**config.mk**
```make
export PLATFORM = sky130hd
export DESIGN_NAME = bisc_select_seq_gen_flat
export DESIGN_NICKNAME = d
export VERILOG_FILES = /design/src/rtl/bisc_select_seq_gen_pkg.sv /design/src/rtl/bisc_select_seq_gen_if.sv /design/src/rtl/bisc_select_seq_gen_lane.sv /design/src/rtl/bisc_select_seq_gen.sv /design/src/flat_wrapper.sv
export SDC_FILE = /design/constraint.sdc
export NUM_CORES = 1
export LEC_CHECK = 0
export CAP_MARGIN = 20
export CORE_MARGIN = 4
export CORE_UTILIZATION = 34
export CTS_BUF_LIST = sky130_fd_sc_hd__clkbuf_2 sky130_fd_sc_hd__clkbuf_4 sky130_fd_sc_hd__clkbuf_8
export DETAILED_ROUTE_END_ITERATION = 6
export PLACE_DENSITY = 0.53
export SYNTH_ARGS = -nofsm -noshare
export SYNTH_HDL_FRONTEND = slang
export SYNTH_SLANG_ARGS = --single-unit
```
**constraint.sdc**
```tcl
create_clock -name clock -period 8.3 [get_ports clock]
set_input_delay 1.66 -clock clock [delete_from_list [all_inputs] [get_ports clock]]
set_output_delay 1.66 -clock clock [all_outputs]
set_load 0.005 [all_outputs]
```
**src/rtl/bisc_select_seq_gen_pkg.sv**
```systemverilog
// Shared types and helpers for the BISC bit-select sequence generator.
package bisc_sel_pkg;

    typedef enum logic {
        ST_IDLE = 1'b0,
        ST_RUN  = 1'b1
    } state_t;

    // Widest operand the ctz helper accepts; lanes zero-extend into it.
    localparam int CTZ_MAX_W = 32;

    // Count trailing zeros among the low w bits of v; returns w when none is set.
    function automatic int ctz(input logic [CTZ_MAX_W-1:0] v, input int w);
        int n;
        n = w;
        for (int i = CTZ_MAX_W - 1; i >= 0; i--) begin
            if (i < w && v[i]) begin
                n = i;
            end
        end
        return n;
    endfunction

    // Precision 0 would give a one-entry stream with no selector; keep p in 1..bin_len.
    function automatic int clamp_prec(input int prec, input int bin_len);
        int p;
        p = prec;
        if (p < 1) begin
            p = 1;
        end else if (p > bin_len) begin
            p = bin_len;
        end
        return p;
    endfunction

endpackage

```
**src/rtl/bisc_select_seq_gen_if.sv**
```systemverilog
// Control/stream bundle between the sequence generator and its consumer.
interface bisc_select_seq_gen_if #(
    parameter int BIN_LEN = 8,
    parameter int NUM_CH  = 4
);
    localparam int BIN_WIDTH = $clog2(BIN_LEN);
    localparam int PW        = $clog2(BIN_LEN + 1);

    logic                        start;
    logic [PW-1:0]               prec;
    logic                        enable;
    logic                        abort;
    logic                        busy;
    logic [NUM_CH*BIN_WIDTH-1:0] selector;
    logic [NUM_CH-1:0]           zero_select;
    logic                        out_valid;
    logic                        out_last;

    modport master (
        output start, prec, enable, abort,
        input  busy, selector, zero_select, out_valid, out_last
    );

    modport slave (
        input  start, prec, enable, abort,
        output busy, selector, zero_select, out_valid, out_last
    );
endinterface

```
**src/rtl/bisc_select_seq_gen_lane.sv**
```systemverilog
// One lane: maps the shared stream position (plus this lane's phase) to a bit select.
module bisc_sel_lane
    import bisc_sel_pkg::*;
#(
    parameter int BIN_LEN     = 8,
    parameter int BIN_WIDTH   = $clog2(BIN_LEN),
    parameter int PW          = $clog2(BIN_LEN + 1),
    parameter int LANE_OFFSET = 0
) (
    input  logic                 clock,
    input  logic                 reset,
    input  logic [BIN_LEN-1:0]   i_cyc,
    input  logic [PW-1:0]        i_p_q,
    input  logic                 i_load,
    output logic [BIN_WIDTH-1:0] o_selector,
    output logic                 o_zero_select
);
    localparam logic [BIN_LEN-1:0] ONES = '1;

    logic [BIN_LEN-1:0]   w_mask;
    logic [BIN_LEN-1:0]   w_lc;
    logic [BIN_LEN-1:0]   w_lc_inc;
    logic                 w_zero;
    logic [BIN_WIDTH-1:0] w_sel;
    logic [BIN_WIDTH-1:0] r_selector;
    logic                 r_zero_select;

    // Wrap the phased position into the stream length with a mask, then ruler-map it.
    always_comb begin
        w_mask   = ONES >> (PW'(BIN_LEN) - i_p_q);
        w_lc     = (i_cyc + BIN_LEN'(LANE_OFFSET)) & w_mask;
        w_lc_inc = w_lc + BIN_LEN'(1);
        w_zero   = (w_lc == w_mask);
        w_sel    = '0;
        if (!w_zero) begin
            w_sel = BIN_WIDTH'(BIN_LEN - 1 - ctz(CTZ_MAX_W'(w_lc_inc), 32'(i_p_q)));
        end
    end

    // Output registers load only on an advancing cycle and otherwise hold.
    always_ff @(posedge clock or negedge reset) begin
        if (!reset) begin
            r_selector    <= '0;
            r_zero_select <= 1'b0;
        end else if (i_load) begin
            r_selector    <= w_sel;
            r_zero_select <= w_zero;
        end
    end

    assign o_selector    = r_selector;
    assign o_zero_select = r_zero_select;
endmodule

```
**src/rtl/bisc_select_seq_gen.sv**
```systemverilog
// Ruler-sequence bit-select generator: run control, stream counter and lane array.
module bisc_select_seq_gen
    import bisc_sel_pkg::*;
#(
    parameter int BIN_LEN     = 8,
    parameter int BIN_WIDTH   = $clog2(BIN_LEN),
    parameter int NUM_CH      = 4,
    parameter int OFFSET_STEP = 1
) (
    input  logic                   clock,
    input  logic                   reset,
    bisc_select_seq_gen_if.slave   bus
);
    localparam int PW = $clog2(BIN_LEN + 1);
    localparam logic [BIN_LEN-1:0] ONES = '1;

    state_t                      r_state;
    state_t                      w_state_nxt;
    logic [BIN_LEN-1:0]          r_cyc;
    logic [PW-1:0]               r_p_q;
    logic                        r_out_valid;
    logic                        r_out_last;
    logic [BIN_LEN-1:0]          w_mask;
    logic                        w_at_last;
    logic                        w_load;
    logic                        w_accept;
    logic [NUM_CH*BIN_WIDTH-1:0] w_selector;
    logic [NUM_CH-1:0]           w_zero_select;

    assign w_mask    = ONES >> (PW'(BIN_LEN) - r_p_q);
    assign w_at_last = (r_cyc == w_mask);

    // Next state and advance strobe; abort outranks both enable and completion.
    always_comb begin
        w_state_nxt = r_state;
        w_load      = 1'b0;
        w_accept    = 1'b0;
        case (r_state)
            ST_IDLE: begin
                if (bus.start) begin
                    w_accept    = 1'b1;
                    w_state_nxt = ST_RUN;
                end
            end
            ST_RUN: begin
                if (bus.abort) begin
                    w_state_nxt = ST_IDLE;
                end else if (bus.enable) begin
                    w_load = 1'b1;
                    if (w_at_last) begin
                        w_state_nxt = ST_IDLE;
                    end
                end
            end
            default: w_state_nxt = ST_IDLE;
        endcase
    end

    // State, stream counter, latched precision and stream framing flags.
    always_ff @(posedge clock or negedge reset) begin
        if (!reset) begin
            r_state     <= ST_IDLE;
            r_cyc       <= '0;
            r_p_q       <= PW'(1);
            r_out_valid <= 1'b0;
            r_out_last  <= 1'b0;
        end else begin
            r_state     <= w_state_nxt;
            r_out_valid <= w_load;
            r_out_last  <= w_load && w_at_last;
            if (w_accept) begin
                r_cyc <= '0;
                r_p_q <= PW'(clamp_prec(32'(bus.prec), BIN_LEN));
            end else if (w_load) begin
                r_cyc <= r_cyc + BIN_LEN'(1);
            end
        end
    end

    for (genvar l = 0; l < NUM_CH; l++) begin : g_lane
        bisc_sel_lane #(
            .BIN_LEN     (BIN_LEN),
            .BIN_WIDTH   (BIN_WIDTH),
            .PW          (PW),
            .LANE_OFFSET (l * OFFSET_STEP)
        ) u_lane (
            .clock         (clock),
            .reset         (reset),
            .i_cyc         (r_cyc),
            .i_p_q         (r_p_q),
            .i_load        (w_load),
            .o_selector    (w_selector[l*BIN_WIDTH +: BIN_WIDTH]),
            .o_zero_select (w_zero_select[l])
        );
    end

    assign bus.busy        = (r_state == ST_RUN);
    assign bus.selector    = w_selector;
    assign bus.zero_select = w_zero_select;
    assign bus.out_valid   = r_out_valid;
    assign bus.out_last    = r_out_last;
endmodule

```
**src/flat_wrapper.sv**
```systemverilog
// flat-port wrapper written by rule: the top's interface ports become plain ports
module bisc_select_seq_gen_flat import bisc_sel_pkg::*;
#(
    parameter int BIN_LEN     = 8,
    parameter int BIN_WIDTH   = $clog2(BIN_LEN),
    parameter int NUM_CH      = 4,
    parameter int OFFSET_STEP = 1
)
  (clock, reset, bus_start, bus_prec, bus_enable, bus_abort, bus_busy, bus_selector, bus_zero_select, bus_out_valid, bus_out_last);
  bisc_select_seq_gen_if #(.BIN_LEN(BIN_LEN), .NUM_CH(NUM_CH)) bus_i ();
  input  logic clock;
  input  logic reset;
  input wire logic [$bits(bus_i.start)-1:0] bus_start;
  input wire logic [$bits(bus_i.prec)-1:0] bus_prec;
  input wire logic [$bits(bus_i.enable)-1:0] bus_enable;
  input wire logic [$bits(bus_i.abort)-1:0] bus_abort;
  output wire logic [$bits(bus_i.busy)-1:0] bus_busy;
  output wire logic [$bits(bus_i.selector)-1:0] bus_selector;
  output wire logic [$bits(bus_i.zero_select)-1:0] bus_zero_select;
  output wire logic [$bits(bus_i.out_valid)-1:0] bus_out_valid;
  output wire logic [$bits(bus_i.out_last)-1:0] bus_out_last;
  assign bus_i.start = bus_start;
  assign bus_i.prec = bus_prec;
  assign bus_i.enable = bus_enable;
  assign bus_i.abort = bus_abort;
  assign bus_busy = bus_i.busy;
  assign bus_selector = bus_i.selector;
  assign bus_zero_select = bus_i.zero_select;
  assign bus_out_valid = bus_i.out_valid;
  assign bus_out_last = bus_i.out_last;
  bisc_select_seq_gen #(.BIN_LEN(BIN_LEN), .BIN_WIDTH(BIN_WIDTH), .NUM_CH(NUM_CH), .OFFSET_STEP(OFFSET_STEP)) u_core (.clock(clock), .reset(reset), .bus(bus_i));
endmodule
```
==> Yosys cells after proc, flatten, opt, wreduce, memory -nomap -nowiden <==
Index checks and enable logic that the tools add are counted.
{ "word_totals": {"register_bits": 31, "in_bits": 9, "out_inout_bits": 19, "wordCells": 133} }
{ "classes": {"add_sub_neg": 12, "order_cmp": 10, "eq_ne": 5, "n_shift": 1, "mux": 53, "n_bitwise": 5, "n_reduce_logical": 34} }
{ "ops": {"columns": ["cell", "count"], "rows": [
  ["3-bit 2-to-1 mux", 40],
  ["8-bit by 1-bit adder with 8-bit output (second input constant)", 5],
  ["8-bit == test", 5],
  ["1-bit logical AND", 33],
  ["8-bit AND", 4],
  ["8-bit by 2-bit adder with 8-bit output (second input constant)", 2],
  ["3-bit by 4-bit < comparator with 1-bit output (first input constant)", 4],
  ["8-bit 2-to-1 mux", 2],
  ["1-bit by 3-bit subtractor with 3-bit output (first input constant)", 4],
  ["1-bit by 4-bit < comparator with 1-bit output (first input constant)", 2],
  ["2-bit by 4-bit < comparator with 1-bit output (first input constant)", 2],
  ["1-bit 2-to-1 mux", 8],
  ["4-bit 2-to-1 mux", 2],
  ["8-bit by 4-bit >> shifter with 8-bit output (first input constant)", 1],
  ["4-bit > comparator (second input constant)", 1],
  ["4-bit by 1-bit < comparator with 1-bit output (second input constant)", 1],
  ["4-bit subtractor (first input constant)", 1],
  ["1-bit case mux with 2 select lines", 1],
  ["2-bit nonzero test", 1],
  ["1-bit inverter", 1]
]} }

==> Depth between registers and ports, before layout <==
{ "logic_depth": {"ltp_word": 16, "ltp_mapped": 18, "mapped_depth_nobuf": 17} }

==> Hierarchy <==
Synthesis repeated with hierarchy kept, for this count alone.
{ "unflattened": {"hier_cells": 568, "hier_area_um2": 4426.7} }
{ "modules_own_cells": {"columns": ["module", "n_inst", "cells_each", "area_each_um2", "seq_area_each_um2"], "rows": [
  ["bisc_sel_lane at u_core.g_lane[3].u_lane", 1, 125, 965.9, 100.1],
  ["bisc_sel_lane at u_core.g_lane[1].u_lane", 1, 124, 910.9, 100.1],
  ["bisc_sel_lane at u_core.g_lane[2].u_lane", 1, 119, 898.4, 100.1],
  ["bisc_select_seq_gen", 1, 94, 873.3, 376.6],
  ["bisc_sel_lane at u_core.g_lane[0].u_lane", 1, 106, 778.2, 100.1]
]} }

==> Worst setup path before layout <==
OpenSTA, ideal clock, no wires.
{ "synth_path": {"kind": "reg-to-reg", "start": "reg u_core.r_p_q[0]", "end": "reg u_core.g_lane[0].u_lane.r_selector[0]", "setup_ns": 0.127, "arrival_time_ns": 3.252, "required_time_ns": 8.173, "path_slack_ns": 4.921, "path_stages_with_launch": 17, "path_buffers": 1, "period_less_slack_ns": 3.379, "cell_sequence": "dfstp_2 -> buf_2 -> inv_1 -> ha_1 -> inv_1 -> ha_1 -> o41ai_1 -> nor3_1 -> ha_1 -> nand3_1 -> or3_1 -> a21boi_0 -> o22ai_1 -> a21oi_1 -> o21ai_0 -> a21oi_1 -> o21ai_0"} }
{ "synth_via": {"elab_chain_len": 16, "elab_cells_between_ends": 32, "cone_classes": "add/sub (3); order compare (8); eq/ne (1); shift (1); mux (10); bitwise (1); reduce/logical (8)"} }
{ "synth_lines": {"columns": ["element", "line", "rtl"], "rows": [
  ["from (decl)", "bisc_select_seq_gen.sv:20", "logic [PW-1:0] r_p_q;"],
  ["from (signal assigned)", "bisc_select_seq_gen.sv:73", "r_p_q <= PW'(clamp_prec(32'(bus.prec), BIN_LEN));"],
  ["4-bit subtractor", "bisc_select_seq_gen_lane.sv:30", "w_mask = ONES >> (PW'(BIN_LEN) - i_p_q);"],
  ["8-bit by 4-bit >> shifter with 8-bit output", "bisc_select_seq_gen_lane.sv:30", null],
  ["8-bit AND", "bisc_select_seq_gen_lane.sv:31", "w_lc = (i_cyc + BIN_LEN'(LANE_OFFSET)) & w_mask;"],
  ["8-bit by 1-bit adder with 8-bit output", "bisc_select_seq_gen_lane.sv:32", "w_lc_inc = w_lc + BIN_LEN'(1);"],
  ["1-bit logical AND", "bisc_select_seq_gen_pkg.sv:17", "if (i < w && v[i]) begin"],
  ["3-bit 2-to-1 mux (8 in a row)", "bisc_select_seq_gen_pkg.sv:17", null],
  ["3-bit 2-to-1 mux", "bisc_select_seq_gen_lane.sv:35", "if (!w_zero) begin"],
  ["1-bit by 3-bit subtractor with 3-bit output", "bisc_select_seq_gen_lane.sv:36", "w_sel = BIN_WIDTH'(BIN_LEN - 1 - ctz(CTZ_MAX_W'(w_lc_inc), 32'(i_p_q)));"],
  ["3-bit 2-to-1 mux (*)", "bisc_select_seq_gen_lane.sv:35", null],
  ["to (signal assigned)", "bisc_select_seq_gen_lane.sv:46", "r_selector <= w_sel;"],
  ["to (decl)", "bisc_select_seq_gen_lane.sv:25", "logic [BIN_WIDTH-1:0] r_selector;"]
]} }
Mark *: on every way between the ends. The rest lies on a longest branch, timed or not. The select of a mux whose other input is x is not followed.
A chain may end at the register's enable or synchronous reset.

==> Final worst setup path <==
{ "layout_path": {"start": "reg u_core.r_p_q[1]", "end": "reg u_core.g_lane[0].u_lane.r_selector[0]"} }
The elaborated chain is that of the path after synthesis.

==> results.py <==
metrics = {
    "worst_setup_path": {
        "crit_path_end_kind": "flip-flop",
        "ff2ff_path_depth": 15,
        "cp.arrival_ns": 4.27,
        "crit_type": "reg2reg",
        "critical_path.max_stage_delay_ns": 0.75,
        "cp_max_fo": 13,
        "r2r-start": "u_core.r_p_q[1]$_DFFE_PN0P_",
        "critPathMostFrequentCell": "ha_1",
        "regToRegEndpoint": "u_core.g_lane[0].u_lane.o_selector[0]$_DFFE_PN0P_",
        "cp_cell_sequence": "inv_1, ha_1, inv_1, ha_1, o41ai_1, nor3_1, ha_1, nand3_1, or3_1, a21boi_0, o22ai_1, a21oi_1, o21ai_0, a21oi_1, o21ai_0",
        "start_kind": "flip-flop",
        "required_ns": 8.48,
        "reg2reg_slack_ns": 4.21,
        "slowest_stage": "nor3_1",
    },
    "yosys": {
        "synth_compound_area_share_pct": 21.3,
        "synth_cell_types": 70,
        "avgSynthCellArea_um2": 8.04,
        "yosys_warnings": 0,
        "syn_nets": 456,
        "async_flop_share_pct": 100,
        "synth_cells": 414,
        "synth_top_flop_cell": "dfrtp_1",
        "ys_seq_area_share_pct": 23.4,
        "synthAdderAreaFrac_pct": 12.4,
        "synth-edff-count": 0,
        "synth-simple-area-share_pct": 27.6,
        "syn_area_um2": 3330,
        "ys_seq_elements": 31,
        "synthXorXnorAreaFrac_pct": 8.69,
        "synth_mux_area_share_pct": 0.978,
        "synth_top_family_by_area": "simple AND/OR/NAND/NOR gates",
    },
    "global_route": {
        "grt_max_degree": 32,
        "globalRouteOverflowTotal": 0,
        "grt_pass1_wl_um": 16600,
        "grt_pass1_vias": 3080,
        "grt.total_usage_pct": 18.5,
        "antenna_found_initial": 0,
    },
    "job": {
        "drv_cap": 0,
    },
    "power": {
        "p_leak_nw": 1.51,
        "ir_worst_vdd_mv": 0.0900,
        "powerDensity_nw_per_um2": 246,
    },
    "placed_design": {
        "dpl.cell_count": 552,
        "dp_hpwl_um": 7890,
        "gp_congestion": 0.964,
        "dp_slack_ns": 4.26,
        "io_buffers": 27,
    },
    "sta": {
        "holdWs_ns": 0.473,
        "finalClockSkew_ns": 0.0118,
        "drv_slew": 0,
        "final.setup.tns_ns": 0,
        "fmax_ghz": 0.245,
        "worst_pin_slew_ns": 0.961,
        "period_share_pct": 49.2,
        "finalCriticalPeriod_ns": 4.09,
        "worst_slack_ns": 4.21,
        "setup_viol": 0,
        "hold_viol_final": 0,
        "rsz0062_at_grt": "false",
        "timing.slew.headroom_pct": 35.4,
    },
    "clocking": {
        "cts_hold_repair.buffers": 0,
        "clockBufferDepth": 2,
        "numCtsBuffers": 5,
        "clock_sinks": 31,
        "clkTransAtPathRegs_ns": 0.07,
        "clock-root-buffer": "clkbuf_8",
        "htreeDepth": 2,
        "postCtsSetupRepairBufs": 0,
        "post_cts_resize_count": 0,
        "cts_tree": "yes",
        "clk_latency_ns": 0.30,
    },
    "detailed_routing": {
        "first_pass_iters": 5,
        "post_drt_wl_per_cell_um": 18.3,
        "drt-total-wl_um": 10200,
        "drt_iter0_drc": 195,
        "drc": 0,
        "final_antenna_net_count": 0,
        "dr_total_vias": 3179,
        "via_per_inst": 5.68,
    },
    "floorplan": {
        "rows": 35,
        "fp.dieW_um": 107,
        "core-area_um2": 9370,
        "die_h_um": 107,
        "num_io_pins": 28,
        "die_area_um2": 11400,
        "start_util_pct": 35.5,
    },
    "finish": {
        "finish.utilization_pct": 40.3,
        "diodes": 0,
        "syn_to_final_growth_pct": 13.6,
        "final_nets": 472,
        "final_common_cell": "nand2_1",
        "final_cell_mix": "nand2_1 (39), nor2_1 (34), ha_1 (33)",
        "fin_cells": 560,
        "drive_above_1_share_pct": 7.66,
        "fill_cells": 995,
    },
    "worst_hold_path": {
        "min_path_type": "reg2reg",
        "hold_start": "u_core.g_lane[1].u_lane.o_selector[1]$_DFFE_PN0P_",
        "min_path_cells": 2,
        "hold_end": "u_core.g_lane[1].u_lane.o_selector[1]$_DFFE_PN0P_",
    },
    "status": {
        "status": "finished clean",
    },
}
[logic make-up after synthesis]
| group | after synthesis |
|---|---|
| AO/OA/AOI/OAI | 104 |
| XOR/XNOR | 33 |
| adder cells (fa/ha/maj) | 33 |
| buffers and inverters | 41 |
| flip-flops | 31 |
| multiplexers | 3 |
| AND/OR/NAND/NOR | 169 |
[final cells by class]
cell class | instances | area, um2 | share of cell area, %
Clock buffer | 6 | 82.6 | 2.18
Clock inverter | 2 | 35.0 | 0.927
Inverter | 22 | 85.1 | 2.25
Multi-Input combinational cell | 342 | 2360 | 62.5
Sequential cell | 31 | 777 | 20.6
Tap cell | 129 | 161 | 4.27
Timing Repair Buffer | 28 | 278 | 7.35
[per-layer routing]
metal  routed length [um]  vias to the layer above  share of wire, %  global-route usage [%]
li1                     -                     1540                 -                       -
met1                 4970                     1513                49                    26.0
met2                 4630                      110                45                    29.6
met3                  463                       16               4.5                    2.41
met4                  162                        0               1.6                    5.48
met5                    0                        -                 0                       0
[stage by stage]
| stage | power, mW | area (um2) |
|---|---|---|
| 2_1_floorplan | 0.577 | 3330 |
| 3_3_place_gp | 0.763 | 3660 |
| 3_5_place_dp | 0.763 | 3660 |
| 4_1_cts | 0.932 | 3780 |
| 5_1_grt | 1.00 | 3780 |
| 6_report | 0.931 | 3780 |
[worst max-delay path by stage]
stage                                start                                                end  slack (ns)  depth (start not counted)
2_1_floorplan  u_core.r_p_q[0]$_DFFE_PN1P_  u_core.g_lane[0].u_lane.o_selector[0]$_DFFE_PN0P_        4.92                         16
3_3_place_gp   u_core.r_p_q[1]$_DFFE_PN0P_  u_core.g_lane[0].u_lane.o_selector[0]$_DFFE_PN0P_        4.39                         15
3_5_place_dp   u_core.r_p_q[1]$_DFFE_PN0P_  u_core.g_lane[0].u_lane.o_selector[0]$_DFFE_PN0P_        4.26                         15
4_1_cts        u_core.r_p_q[1]$_DFFE_PN0P_  u_core.g_lane[0].u_lane.o_selector[0]$_DFFE_PN0P_        4.23                         15
5_1_grt        u_core.r_p_q[1]$_DFFE_PN0P_  u_core.g_lane[0].u_lane.o_selector[0]$_DFFE_PN0P_        3.84                         15
6_report       u_core.r_p_q[1]$_DFFE_PN0P_  u_core.g_lane[0].u_lane.o_selector[0]$_DFFE_PN0P_        4.21                         15
[synth_stat cells, drive strengths merged (12+ instances only)]
| cell type | instances | area [um2] |
|---|---|---|
| xnor2 | 23 | 201 |
| a21oi | 19 | 95.1 |
| dfrtp | 30 | 751 |
| ha | 33 | 413 |
| nor2 | 34 | 128 |
| nand2 | 41 | 159 |
| inv | 22 | 85.1 |
| buf | 12 | 77.6 |
| nand3 | 15 | 75.1 |
| nor3 | 15 | 86.3 |
| o21ai | 26 | 130 |
[report_power, final]
group | switching [mW] | internal, mW
combinational | 0.297 | 0.227
sequential | 0.0452 | 0.196
clock | 0.0684 | 0.0973
[flip-flops by register name, indices dropped and copies added (netlist names)]
signal / count
u_core.bus.busy: 1
u_core.bus.out_last: 1
u_core.bus.out_valid: 1
u_core.g_lane.u_lane.o_selector: 12
u_core.g_lane.u_lane.o_zero_select: 4
u_core.r_cyc: 8
u_core.r_p_q: 4
[critical path, delay by kind of cell, from the launching register on]
kind | cells | cell delay, ns
compound gates | 7 | 1.04
fa+ha+maj | 3 | 0.94
buf+inv | 2 | 0.27
flops | 1 | 0.56
simple gates | 3 | 1.15
No activity file was read; power rests on OpenSTA's default activity.
